===== src/rtl/gelato_types.sv =====
// gelato_types: shared pipeline types for the gelato core, including instruction-buffer entries.
package gelato_types;
  localparam int NUM_THREADS = 8;
  localparam int IBUFFER_DEPTH = 4;
  localparam int IBUFFER_PC_WIDTH = 32;
  typedef logic [NUM_THREADS-1:0] thread_mask_t;
  typedef struct packed {
    logic [6:0] opcode;
    logic [4:0] rd;
    logic [4:0] rs1;
    logic [4:0] rs2;
    logic [31:0] imm;
  } inst_t;
  typedef struct packed {
    logic [IBUFFER_PC_WIDTH-1:0] pc;
    thread_mask_t thread_mask;
    inst_t inst;
  } ibuffer_entry_t;
endpackage


===== src/rtl/gelato_idecode_ibuffer_if.sv =====
// gelato_idecode_ibuffer_if: decode-to-ibuffer handoff, one decoded instruction per cycle.
interface gelato_idecode_ibuffer_if
  import gelato_types::*;
#(
  parameter int PC_WIDTH = IBUFFER_PC_WIDTH,
  parameter int NUM_WARPS = 4
);
  logic valid;
  logic [PC_WIDTH-1:0] pc;
  logic [$clog2(NUM_WARPS)-1:0] warp_num;
  thread_mask_t thread_mask;
  inst_t inst;
  modport master (output valid, pc, warp_num, thread_mask, inst);
  modport slave (input valid, pc, warp_num, thread_mask, inst);
endinterface


===== src/rtl/gelato_ibuffer_fifo.sv =====
// gelato_ibuffer_fifo: single-warp circular FIFO; flush applies before a same-cycle push.
module gelato_ibuffer_fifo
  import gelato_types::*;
#(
  parameter int DEPTH = IBUFFER_DEPTH,
  localparam int AW = $clog2(DEPTH),
  localparam int CW = AW + 1
) (
  input  logic           clk,
  input  logic           rst_n,
  input  logic           push,
  input  logic           pop,
  input  logic           flush,
  input  ibuffer_entry_t wdata,
  output ibuffer_entry_t head,
  output logic [CW-1:0]  count,
  output logic           empty,
  output logic           full,
  output logic           drop
);
  localparam logic [CW-1:0] FULL_CNT = CW'(DEPTH);
  localparam logic [CW-1:0] LAST = CW'(DEPTH - 1);
  ibuffer_entry_t mem [DEPTH];
  logic [CW-1:0] wptr, rptr, wbase, rbase, cbase;
  logic do_push, do_pop;
  function automatic logic [CW-1:0] inc(input logic [CW-1:0] p);
    return (p == LAST) ? '0 : p + 1'b1;
  endfunction
  always_comb begin
    wbase = flush ? '0 : wptr;
    rbase = flush ? '0 : rptr;
    cbase = flush ? '0 : count;
    do_pop = pop && !flush && count != '0;
    // a pop frees a slot, so a full FIFO still takes a same-cycle push
    do_push = push && (cbase != FULL_CNT || do_pop);
    drop = push && !do_push;
  end
  always_ff @(posedge clk or negedge rst_n) begin
    if (!rst_n) begin
      wptr <= '0;
      rptr <= '0;
      count <= '0;
    end else begin
      wptr <= do_push ? inc(wbase) : wbase;
      rptr <= do_pop ? inc(rbase) : rbase;
      count <= cbase + CW'(do_push) - CW'(do_pop);
    end
  end
  always_ff @(posedge clk) begin
    if (do_push) mem[wbase[AW-1:0]] <= wdata;
  end
  assign head = mem[rptr[AW-1:0]];
  assign empty = count == '0;
  assign full = count == FULL_CNT;
endmodule


===== src/rtl/gelato_inst_buffer.sv =====
// gelato_inst_buffer: per-warp instruction buffer with registered in-order issue.
// Define GELATO_IBUFFER_BYPASS_EN to serve a pop of an empty warp from a same-cycle write.
module gelato_inst_buffer
  import gelato_types::*;
#(
  parameter int NUM_WARPS = 4,
  parameter int DEPTH = IBUFFER_DEPTH,
  parameter int PC_WIDTH = IBUFFER_PC_WIDTH,
  localparam int WW = $clog2(NUM_WARPS),
  localparam int CW = $clog2(DEPTH) + 1
) (
  input  logic                     clk,
  input  logic                     rst_n,
  input  logic                     rdy,
  gelato_idecode_ibuffer_if.slave  inst_decoded_data,
  input  logic                     flush_valid,
  input  logic [WW-1:0]            flush_warp,
  input  logic                     issue_req,
  input  logic [WW-1:0]            issue_warp,
  output logic                     issue_valid,
  output logic [PC_WIDTH-1:0]      issue_pc,
  output logic [WW-1:0]            issue_warp_num,
  output thread_mask_t             issue_thread_mask,
  output inst_t                    issue_inst,
  output logic [NUM_WARPS-1:0]     empty_mask,
  output logic [NUM_WARPS-1:0]     full_mask,
  output logic                     overflow
);
  ibuffer_entry_t wr_entry, issue_entry;
  ibuffer_entry_t heads [NUM_WARPS];
  logic [CW-1:0] counts [NUM_WARPS];
  logic [NUM_WARPS-1:0] push, pop, flush, drop;
  logic same_flush, pop_ok, byp;
  assign wr_entry = '{pc: inst_decoded_data.pc, thread_mask: inst_decoded_data.thread_mask,
                      inst: inst_decoded_data.inst};
  assign same_flush = flush_valid && flush_warp == issue_warp;
  assign pop_ok = rdy && issue_req && !same_flush && counts[issue_warp] != '0;
`ifdef GELATO_IBUFFER_BYPASS_EN
  assign byp = rdy && issue_req && !same_flush && inst_decoded_data.valid &&
               inst_decoded_data.warp_num == issue_warp && counts[issue_warp] == '0;
`else
  assign byp = 1'b0;
`endif
  for (genvar w = 0; w < NUM_WARPS; w++) begin : g_warp
    assign push[w] = rdy && inst_decoded_data.valid && inst_decoded_data.warp_num == WW'(w) && !byp;
    assign pop[w] = rdy && issue_req && issue_warp == WW'(w);
    assign flush[w] = rdy && flush_valid && flush_warp == WW'(w);
    gelato_ibuffer_fifo #(.DEPTH(DEPTH)) u_fifo (
      .clk(clk), .rst_n(rst_n), .push(push[w]), .pop(pop[w]), .flush(flush[w]),
      .wdata(wr_entry), .head(heads[w]), .count(counts[w]),
      .empty(empty_mask[w]), .full(full_mask[w]), .drop(drop[w])
    );
  end
  always_ff @(posedge clk or negedge rst_n) begin
    if (!rst_n) begin
      issue_valid <= 1'b0;
      issue_entry <= '0;
      issue_warp_num <= '0;
      overflow <= 1'b0;
    end else if (rdy) begin
      issue_valid <= pop_ok || byp;
      if (pop_ok || byp) begin
        issue_entry <= byp ? wr_entry : heads[issue_warp];
        issue_warp_num <= issue_warp;
      end
      overflow <= overflow || |drop;
    end
  end
  assign issue_pc = issue_entry.pc;
  assign issue_thread_mask = issue_entry.thread_mask;
  assign issue_inst = issue_entry.inst;
endmodule


===== src/flat_wrapper.sv =====
// flat-port wrapper written by rule: the top's interface ports become plain ports
module gelato_inst_buffer_flat import gelato_types::*;
#(
  parameter int NUM_WARPS = 4,
  parameter int DEPTH = IBUFFER_DEPTH,
  parameter int PC_WIDTH = IBUFFER_PC_WIDTH,
  localparam int WW = $clog2(NUM_WARPS),
  localparam int CW = $clog2(DEPTH) + 1
)
  (clk, rst_n, rdy, flush_valid, flush_warp, issue_req, issue_warp, issue_valid, issue_pc, issue_warp_num, issue_thread_mask, issue_inst, empty_mask, full_mask, overflow, inst_decoded_data_valid, inst_decoded_data_pc, inst_decoded_data_warp_num, inst_decoded_data_thread_mask, inst_decoded_data_inst);
  gelato_idecode_ibuffer_if #(.PC_WIDTH(PC_WIDTH), .NUM_WARPS(NUM_WARPS)) inst_decoded_data_i ();
  input  logic clk;
  input  logic rst_n;
  input  logic rdy;
  input  logic flush_valid;
  input  logic [WW-1:0] flush_warp;
  input  logic issue_req;
  input  logic [WW-1:0] issue_warp;
  output logic issue_valid;
  output logic [PC_WIDTH-1:0] issue_pc;
  output logic [WW-1:0] issue_warp_num;
  output thread_mask_t issue_thread_mask;
  output inst_t issue_inst;
  output logic [NUM_WARPS-1:0] empty_mask;
  output logic [NUM_WARPS-1:0] full_mask;
  output logic overflow;
  input wire logic [$bits(inst_decoded_data_i.valid)-1:0] inst_decoded_data_valid;
  input wire logic [$bits(inst_decoded_data_i.pc)-1:0] inst_decoded_data_pc;
  input wire logic [$bits(inst_decoded_data_i.warp_num)-1:0] inst_decoded_data_warp_num;
  input wire logic [$bits(inst_decoded_data_i.thread_mask)-1:0] inst_decoded_data_thread_mask;
  input wire logic [$bits(inst_decoded_data_i.inst)-1:0] inst_decoded_data_inst;
  assign inst_decoded_data_i.valid = inst_decoded_data_valid;
  assign inst_decoded_data_i.pc = inst_decoded_data_pc;
  assign inst_decoded_data_i.warp_num = inst_decoded_data_warp_num;
  assign inst_decoded_data_i.thread_mask = inst_decoded_data_thread_mask;
  assign inst_decoded_data_i.inst = inst_decoded_data_inst;
  gelato_inst_buffer #(.NUM_WARPS(NUM_WARPS), .DEPTH(DEPTH), .PC_WIDTH(PC_WIDTH)) u_core (.clk(clk), .rst_n(rst_n), .rdy(rdy), .inst_decoded_data(inst_decoded_data_i), .flush_valid(flush_valid), .flush_warp(flush_warp), .issue_req(issue_req), .issue_warp(issue_warp), .issue_valid(issue_valid), .issue_pc(issue_pc), .issue_warp_num(issue_warp_num), .issue_thread_mask(issue_thread_mask), .issue_inst(issue_inst), .empty_mask(empty_mask), .full_mask(full_mask), .overflow(overflow));
endmodule

===== config.mk =====
export PLATFORM = sky130hd
export DESIGN_NAME = gelato_inst_buffer_flat
export DESIGN_NICKNAME = d
export VERILOG_FILES = /design/src/rtl/gelato_types.sv /design/src/rtl/gelato_idecode_ibuffer_if.sv /design/src/rtl/gelato_ibuffer_fifo.sv /design/src/rtl/gelato_inst_buffer.sv /design/src/flat_wrapper.sv
export SDC_FILE = /design/constraint.sdc
export NUM_CORES = 2
export LEC_CHECK = 0
export ABC_CLOCK_PERIOD_IN_PS = 5300
export CAP_MARGIN = 30
export CORE_ASPECT_RATIO = 1.75
export CORE_MARGIN = 2
export CORE_UTILIZATION = 55
export DETAILED_ROUTE_END_ITERATION = 8
export HOLD_SLACK_MARGIN = 0.03
export PLACE_DENSITY_LB_ADDON = 0.3
export SYNTH_ARGS = -nofsm -noshare
export SYNTH_HDL_FRONTEND = slang
export SYNTH_HIERARCHICAL = 1
export SYNTH_SLANG_ARGS = --single-unit
export TNS_END_PERCENT = 5

===== constraint.sdc =====
create_clock -name clk -period 5.3 [get_ports clk]
set_input_delay 1.06 -clock clk [delete_from_list [all_inputs] [get_ports clk]]
set_output_delay 1.06 -clock clk [all_outputs]
set_load 0.02 [all_outputs]

==> flow_summary.ini <==
[clock_network]
cts.path.max_buffers = 3
worstSkewPairLatency_ps = 770
clk_pin_slew_ps = 70
cts_sinks = 1630
hold_buffers = 0
postCtsResizedCells = 0
htreeDepth = 4
cts_tree = yes
cts_setup_buffers = 0
clk_root_buffer_cell = clkbuf_16
cts_buffers = 138

[synth]
syn_inst = 2538
syn_area_per_cell_sq_um = 24.51
synthTopCellsByCount = edfxtp_1 (1504), mux4_2 (470), dfrtp_1 (126)
ys_ff_latch = 1630
synthDistinctLibCells = 38
yosys_most_used_dff = edfxtp_1
synth-edff-count = 1504
synth.largest_area_cell = edfxtp_1
yosysMostFrequentCell = edfxtp_1
yosysTopAreaCellShare = 0.7260
yosysSeqAreaShare = 0.7767
yosysWarnings = 6
syn_area_sq_um = 62210
syn-num-nets = 2672
ys_top_cells_by_area = edfxtp_1 (73%), mux4_2 (17%), dfrtp_1 (5.1%), mux2_2 (1.4%), buf_2 (0.52%)
async_reset_ff_frac = 0.07730

[pwr]
ir_drop_uv = 412.8
fin_total_pwr_mw = 34.27
power_leakage_nw = 22.64
p_per_area_nw_per_um2 = 478.9

[sta]
min_period_ps = 3493
fin_ws_ps = 1807
clock-skew-final_ps = 26.51
finalSetupViolCount = 0
hold_slack_ps = 367.2
worst_slew_pin_slew_ps = 979.5
hold_viol = 0
slew_headroom = 0.3470
maxSlewViolCount = 0
rsz0062_at_grt = no
min_period_over_period = 0.6591
fmax_mhz = 286.3

[worst_hold_path]
hold_class = input pin to async pin

[placement]
hpwl_um = 78150
dp_worst_setup_slack_ps = 1065
place_congestion = 0.7739
dpl.cell_count = 4196
io_buffers = 211

[worst_setup_path]
worstPathCellList = clkdlybuf4s50_1 -> nand3_1 -> nor2_1 -> nand2b_1 -> ha_1 -> inv_1 -> nor2_4 -> buf_4
worst-setup-path-type = input pin to flop
cp.required_ps = 5730
startpoint_type = input pin
crit_fanout = 16
slowest_stage = nor2_4
cpPeakStageDelay_ps = 610
worst_ep_arrival_time_ps = 3920
crit_path_end_kind = flop

[grt]
grt_use_total = 0.2455
grt_pass1_vias = 30232
antenna_found_initial = 11
overflow = 0
grt_pass1_wl_um = 204200
grt_max_degree = 95

[floorplanning]
io_pins = 212
initial_core_util = 0.5526
core_area_sq_um = 112600
die_width_um = 258.2
core.rowCount = 163
fp.dieH_um = 448.9
die_area_sq_um = 115900

[cells_and_area]
fillers = 7231
drive_gt1_frac = 0.2991
final_cells = 4453
nNetsFinal = 2985
syn_to_final_growth_pct = 15.03

[run_status]
outcome = finished clean

[routing]
drtIter0Drc = 2827
wl_per_cell_um = 30.92
viasPerCell = 6.312
num_vias = 28109
antenna_left = 0
drc = 0
dr.pass1.iters = 5
wirelength_um = 137700

[job]
max-cap-violations = 0
## final timing paths
path,end,slack [ps],start,cells after the start
hold reg to reg,u_core/overflow,470,u_core/overflow,1
max in group asynchronous,u_core/issue_inst[18],3870,rst_n,2
setup reg to reg,u_core/issue_inst[25],2210,u_core/g_warp[3].u_fifo/rptr[0],4
min in group clk,u_core/overflow,470,u_core/overflow,1
hold / removal,u_core/g_warp[2].u_fifo/count[0],370,rst_n,1
setup / recovery,u_core/g_warp[1].u_fifo/mem[0][44],1810,rdy,8
## routing by layer
metal | routed length (um) | vias up | track usage
li1 | - | 11378 | -
met5 | 95 | - | 0
met2 | 73200 | 1179 | 0.4246
met1 | 51060 | 15289 | 0.3170
met3 | 9385 | 247 | 0.04546
met4 | 3956 | 16 | 0.07858
## layout by cell type (no fill, tap or decap), types with 9 or more instances in the layout
master,instances
edfxtp_1,1504
dfrtp_1,118
nand2_1,9
clkbuf_8,10
buf_12,45
clkdlybuf4s50_1,208
bufinv_16,17
nand2b_1,11
clkinv_2,20
ha_1,24
xor2_1,10
nor3_1,11
inv_1,38
clkinv_1,19
nor2_1,26
nor2_4,16
buf_4,42
mux4_2,470
clkbuf_16,147
mux2_1,18
clkbuf_1,30
mux2_2,78
## report_power, final
group          internal (mW)  switching (mW)
clock                   6.05            4.46
sequential              14.8           0.946
combinational           4.26            3.75
## registers in the layout, indices dropped and copies added, names as in the netlist
register and cells:
u_core/g_warp.u_fifo/mem 1504, u_core/overflow 1, u_core/issue_valid 1, u_core/issue_thread_mask 8, u_core/issue_pc 32, u_core/g_warp.u_fifo/wptr 8
u_core/g_warp.u_fifo/rptr 8, u_core/issue_inst 54, u_core/issue_warp_num 2, u_core/g_warp.u_fifo/count 12
## area by class of cell
class | count | area [sq um] | share of cell area
tap | 1485 | 1858 | 0.02596
inverter | 38 | 142.6 | 0.001993
multi-input combinational | 745 | 13140 | 0.1836
antenna | 2 | 5.005 | 0.00006994
sequential | 1630 | 48350 | 0.6756
clock inverter | 69 | 817.0 | 0.01142
timing repair buffer | 298 | 3334 | 0.04660
clock buffer | 186 | 3915 | 0.05471
## worst max-delay path, delay by kind of cell
| family | cells | cell delay, ps |
|---|---|---|
| and+or+nand+nor | 4 | 1580 |
| adders and majority gates | 1 | 180 |
| buffers and inverters | 3 | 1070 |
## cells by family after synthesis
| family | synth area share |
|---|---|
| AO/OA/AOI/OAI | 0.003680 |
| adder cells (fa/ha/maj) | 0.006114 |
| buffers and inverters | 0.01416 |
| flip-flops | 0.7767 |
| XOR/XNOR | 0.002534 |
| AND/OR/NAND/NOR | 0.009332 |
| multiplexers | 0.1875 |
## per-stage QoR
step | setup TNS (ps) | cell area [sq um] | utilization
after detailed placement | 0 | 66820 | 0.5936
final | 0 | 71560 | 0.6356
after floorplan | -2213490 | 62210 | -
after global placement | 0 | 66780 | 0.5932
after CTS | 0 | 71550 | 0.6356
after global routing | 0 | 71560 | 0.6356
(Power assumes the default switching activity.)
